===== config.mk =====
export PLATFORM = sky130hd
export DESIGN_NAME = bcd_updown_counter
export DESIGN_NICKNAME = d
export VERILOG_FILES = /design/src/rtl/bcd_updown_counter.sv
export SDC_FILE = /design/constraint.sdc
export NUM_CORES = 1
export LEC_CHECK = 0
export CAP_MARGIN = 20
export CORE_ASPECT_RATIO = 1.75
export CORE_MARGIN = 10
export CORE_UTILIZATION = 51
export CTS_BUF_LIST = sky130_fd_sc_hd__clkbuf_8
export DETAILED_ROUTE_END_ITERATION = 8
export PLACE_DENSITY = 0.83
export SYNTH_ARGS = -nofsm -noshare
export SYNTH_HDL_FRONTEND = slang
export SYNTH_SLANG_ARGS = --single-unit

===== constraint.sdc =====
create_clock -name clk_i -period 2 [get_ports clk_i]
set_input_delay 0.4 -clock clk_i [delete_from_list [all_inputs] [get_ports clk_i]]
set_output_delay 0.4 -clock clk_i [all_outputs]
set_load 0.005 [all_outputs]

===== src/rtl/bcd_updown_counter.sv =====
// bcd_updown_counter: chained-digit BCD up/down counter with wrap/saturate ends,
// clamped parallel load and registered one-cycle NEXT/PREV wrap pulses.
module bcd_updown_counter #(
    parameter int DIGITS   = 4,
    parameter int SATURATE = 0
) (
    input  logic                  clk_i,
    input  logic                  rst_ni,
    input  logic                  en_i,
    input  logic                  up_i,
    input  logic                  down_i,
    input  logic                  load_i,
    input  logic [4*DIGITS-1:0]   load_val_i,
    output logic [4*DIGITS-1:0]   out_o,
    output logic                  next_o,
    output logic                  prev_o,
    output logic                  at_max_o,
    output logic                  at_min_o
);
    logic [4*DIGITS-1:0] out_q, out_d, inc_v, dec_v, clamp_v;
    logic                next_q, next_d, prev_q, prev_d;
    logic [DIGITS:0]     all9, all0;
    logic                do_up, do_dn;

    assign all9[0] = 1'b1;
    assign all0[0] = 1'b1;

    // all9[i]/all0[i]: every digit below i is 9/0, i.e. digit i receives the carry/borrow
    for (genvar i = 0; i < DIGITS; i++) begin : g_dig
        logic [3:0] d, l;
        assign d = out_q[4*i +: 4];
        assign l = load_val_i[4*i +: 4];
        assign all9[i+1] = all9[i] && d == 4'd9;
        assign all0[i+1] = all0[i] && d == 4'd0;
        assign inc_v[4*i +: 4] = !all9[i] ? d : d == 4'd9 ? 4'd0 : d + 4'd1;
        assign dec_v[4*i +: 4] = !all0[i] ? d : d == 4'd0 ? 4'd9 : d - 4'd1;
        assign clamp_v[4*i +: 4] = l > 4'd9 ? 4'd9 : l;
    end

    assign at_max_o = all9[DIGITS];
    assign at_min_o = all0[DIGITS];
    assign do_up = en_i && up_i && !down_i && !(SATURATE != 0 && at_max_o);
    assign do_dn = en_i && down_i && !up_i && !(SATURATE != 0 && at_min_o);

    always_comb begin
        out_d  = load_i ? clamp_v : do_up ? inc_v : do_dn ? dec_v : out_q;
        next_d = !load_i && do_up && at_max_o;
        prev_d = !load_i && do_dn && at_min_o;
    end

    always_ff @(posedge clk_i) begin
        if (!rst_ni) begin
            out_q  <= '0;
            next_q <= 1'b0;
            prev_q <= 1'b0;
        end else begin
            out_q  <= out_d;
            next_q <= next_d;
            prev_q <= prev_d;
        end
    end

    assign out_o  = out_q;
    assign next_o = next_q;
    assign prev_o = prev_q;
endmodule


* Word-level counts from Yosys, hierarchy flattened
Cells that the tools add are included.
** Storage, ports and cells
- Register bits after elaboration :: 18
- Bits in latches :: 0
- Bits in writable memories :: 0
- ROM bits :: 0
- Input bits :: 22
- Output and inout bits :: 20
- Logic and storage cells :: 74
- Memories kept :: 0
** Cells by class
- Add/subtract/negate cells :: 8
- Multipliers :: 0
- Div/mod/pow operators :: 0
- Order comparisons :: 4
- Equal/unequal tests :: 7
- Shift-type cells :: 0
- Muxes and demuxes :: 21
- Bitwise operators :: 0
- Reductions and logical operators :: 28
** Operator list (number)
- two-way mux 4 bit :: 18
- two-way mux 16 bit :: 3
- adder 4 x 1 -> 4 bit, second input constant :: 4
- equality test 4 bit, second input constant :: 4
- > comparator 4 bit, second input constant :: 4
- logical NOT 4 bit :: 4
- subtractor 4 x 1 -> 4 bit, second input constant :: 4
- logical AND 1 bit :: 14
- nonzero test 3 bit :: 4
- inequality test 3 bit, second input constant :: 3
- AND reduction 3 bit :: 3
- logical NOT 1 bit :: 3

* Logic depth before layout (Yosys ltp)
Gate-level depths: netlist of the first run.
- Depth in word-level cells :: 7
- Gate-level depth with buffers :: 7
- Mapped depth without buffers :: 5

* Worst setup path before layout of the first run
No wires, ideal clock.
- Path kind :: reg-to-output
- Start point :: reg out_q[6], in the netlist out_o[6]
- End point :: out at_min_o
- Data arrival time :: 1.166 ns
- Data required time :: 1.600 ns
- Path slack :: 0.434 ns
- Stages on the path, launching flop included :: 5
- Buffers on the path :: 1
- Cells stage by stage :: dfxtp_1 > buf_6 > nor4_4 > nand2_2 > nor4_1
** Between the ends
- Word-level cells in the longest chain between the ends :: 4
** Ends and longest elaborated chain
- from (decl) :: line 20 : logic [4*DIGITS-1:0] out_q, out_d, inc_v, dec_v, clamp_v;
- from (signal assigned) :: line 57 : out_q <= out_d;
- logical NOT 4 bit :: line 34 : assign all0[i+1] = all0[i] && d == 4'd0;
- logical AND 1 bit (3 in series) :: line 34
- to (decl) :: line 18 : output logic at_min_o
Every way passes these cells.

* Worst setup path in the final report of the first run
- Start point :: reg out_q[6], in the netlist out_o[6]
- End point :: out at_max_o
** Between the ends
- Word-level cells in the longest chain between the ends :: 4
** Ends and longest elaborated chain
- equality test 4 bit :: line 33 : assign all9[i+1] = all9[i] && d == 4'd9;
- logical AND 1 bit (3 in series) :: line 33
- to (decl) :: line 17 : output logic at_max_o,
Every way passes these cells.

==> results.cfg, run 1 <==
[sta]
fin_skew_ns = 0.006610
finalMaxSlewViolations = 0
post-route-period-util = 0.9803
tightestPinTransition_ns = 0.4675
max_freq_mhz = 510.0
hold_ws_ns = 0.6496
fin_crit_ns = 1.961
slew_headroom = 0.6878
hold_viol = 0
finalSetupViolCount = 0
setup_ws_ns = 0.03937

[drt]
routed_wl_um = 5569
drt_iter0_drc = 83
drtAntennaViolNets = 0
drc = 0
dr.pass1.iters = 4
viasPerCell = 6.201
wl_per_cell_um = 16.98
vias = 2034

[setup_path]
critPathLaunchType = register
setup.worst_path.end_class = primary output
crit_fanout = 8
cp.required_ns = 1.60
path_class = reg -> out
crit_arrival_ns = 1.56

[run_status]
run_status = complete, no violations

[grt]
globalRouteOverflowTotal = 0
grt_max_degree = 14
track_usage = 0.1787
grt_pass1_vias = 2051
grt_first_pass_wirelength_um = 9073
antenna_found_initial = 0

[logic_synthesis]
synth.distinct_cells = 61
yosysSeqAreaShare = 0.2162
ys_ff_latch = 18
ys_warn_count = 0
synth_xor_xnor_area_share = 0.05781
avgSynthCellArea_um2 = 7.541
synth.area.mux_share = 0.01802
syn-num-nets = 243
synthTopCellsByCount = nand2_1, nor2_1, dfxtp_1
synth_top_family_by_area = simple AND/OR/NAND/NOR gates
netlist_top_cells_area = dfxtp_1, nand2_1, nor2_1
synth.most_common_cell = nand2_1
synth_edf_count = 0
synthFlopType = dfxtp_1
syn_inst = 221
synth_top_cell_by_area = dfxtp_1
netlist_area_mm2 = 0.001667
synth_compound_area_frac = 0.2898
synthArstFlopShare = 0
synthAdderAreaFrac = 0
synth.top_cell.area_share = 0.2162
yosys.area_share.simple = 0.3311

[final_layout]
utilization = 0.7611
area_delta_synth_final_pct = 43.47
nets = 308
fillers = 246
antenna_cells = 0
layout-drive-gt1-share = 0.2070

[pwr]
peakVddDrop_mv = 0.3560
pwr_density_cell_mw_per_mm2 = 519.0
p_comb_frac = 0.420
power.leakage_uw = 0.0009193
p_int_uw = 828.4
switching_share = 0.3324
switching_power_uw = 412.5
seq_power_share = 0.330
p_total_uw = 1241
pwr-share-clk = 0.250

[clock_tree]
cts_num_sinks = 18
tritoncts = done
clkLatencyLatePin_ns = 0.26
clk_pin_slew_worst_paths_ns = 0.08
cts_root_buf = clkbuf_8
ctsHoldBuffers = 0
cts_inserted_buffers = 3
clockBufferDepth = 2
ctsHtreeMaxLevel = 1

[floorplanning]
die_x_um = 63.21
die_h_um = 95.62
start_util = 0.5305
fp-row-count = 27
io_pins = 42
die-area_mm2 = 0.006044
core_area_mm2 = 0.003142

[place]
hpwl_um = 4027
gp_congestion = 0.8809
place_ws_ns = -0.1509
numPortBuffers = 41

[hold_path]
hold_path.class = reg -> reg

[job]
cap_violations = 0
area by class of cell:
| class | count | area [um^2] | area share |
|---|---|---|---|
| repair buffers | 82 | 711.9 | 0.2978 |
| inverters | 7 | 26.28 | 0.01099 |
| well taps | 43 | 53.80 | 0.02250 |
| flip-flops and latches | 18 | 360.3 | 0.1507 |
| clock buffers | 4 | 55.05 | 0.02302 |
| multi-input cells | 174 | 1184 | 0.4950 |
layer usage:
metal  part of all wire  global-route usage
met5                  0                   0
met4              0.042              0.1081
met3              0.050             0.03286
met2               0.53              0.3410
met1               0.38              0.1743
cells in the final DEF, fill, tap and decap left out, types with 4 or more instances in the layout:
master           netlist  layout
buf_4                  1      41
clkdlybuf4s50_1        0      39
nand2_1               21      21
nor2_1                20      20
dfxtp_1               18      18
o21ai_0               15      15
nand3_1               10      10
a21oi_1                7       7
xnor2_1                7       7
inv_1                  6       6
nor3_1                 5       5
and4_1                 4       4
xor2_1                 4       4
nand3b_1               4       4
nand4_1                4       4
o211ai_1               4       4
a211oi_1               4       4
clkbuf_8               0       4
worst max-delay path, cell delays in order (launching register included):
cell           delay, ns
dfxtp_1             0.34
buf_4               0.18
nor4b_4             0.30
and4_1              0.24
dlygate4sd2_1       0.24
stage by stage:
stage,cells,TNS (ns),cell area [um^2]
final,328,0,2391
after global routing,328,-0.05665,2391
after CTS,326,-0.1093,2370
after detailed placement,322,-1.451,2305
after global placement,322,-0.7709,2305
after floorplan,221,0,1667
sequential cells by signal, indices dropped and copies added, names as in the netlist:
| signal | cells |
|---|---|
| out_o | 16 |
| next_o | 1 |
| prev_o | 1 |
path summary, 6_finish.rpt:
check	startpoint	endpoint	slack [ns]	depth (start not counted)
worst max-delay path	out_o[6]	at_max_o	0.04	4
worst min-delay path	out_o[14]	prev_o	0.65	2
worst max register to register	out_o[4]	out_o[13]	0.14	6
worst min register to register	out_o[14]	prev_o	0.65	2
power by group through the flow:
stage	Sequential [uW]	Combinational (uW)	Clock [uW]
after floorplan	421	270	0
after global placement	416	483	0
after detailed placement	417	492	0
after CTS	409	500	304
after global routing	414	564	328
final	410	522	310
cell families after synthesis:
logic type                Yosys count
and+or+nand+nor                    94
xor gates and xnor gates           11
muxes                               3
AOI/OAI and AO/OA                  66
DFF                                18
buffers and inverters              29
timing repair:
item / CTS / global route
endpoints found under the setup margin: 2 / 3
gates resized for setup: 4 / 5
pin swaps: 2 / 3
setup buffers: 0 / 2
No activity file was read; power rests on OpenSTA's default activity.
==> inputs of run 2 (changes only) <==
--- a/config.mk
+++ b/config.mk
@@ -12,6 +12,7 @@
 export CTS_BUF_LIST = sky130_fd_sc_hd__clkbuf_8
 export DETAILED_ROUTE_END_ITERATION = 8
 export PLACE_DENSITY = 0.83
+export SLEW_MARGIN = 20
 export SYNTH_ARGS = -nofsm -noshare
 export SYNTH_HDL_FRONTEND = slang
 export SYNTH_SLANG_ARGS = --single-unit
==> results of run 2 <==
Same layout as run 1: the final DEF is identical, and so are final timing and power.
==> inputs of run 3 (changes only) <==
--- a/config.mk
+++ b/config.mk
@@ -16,3 +16,4 @@
 export SYNTH_ARGS = -nofsm -noshare
 export SYNTH_HDL_FRONTEND = slang
 export SYNTH_SLANG_ARGS = --single-unit
+export TNS_END_PERCENT = 5
==> results of run 3 <==
Same layout as run 1: the final DEF is identical, and so are final timing and power.
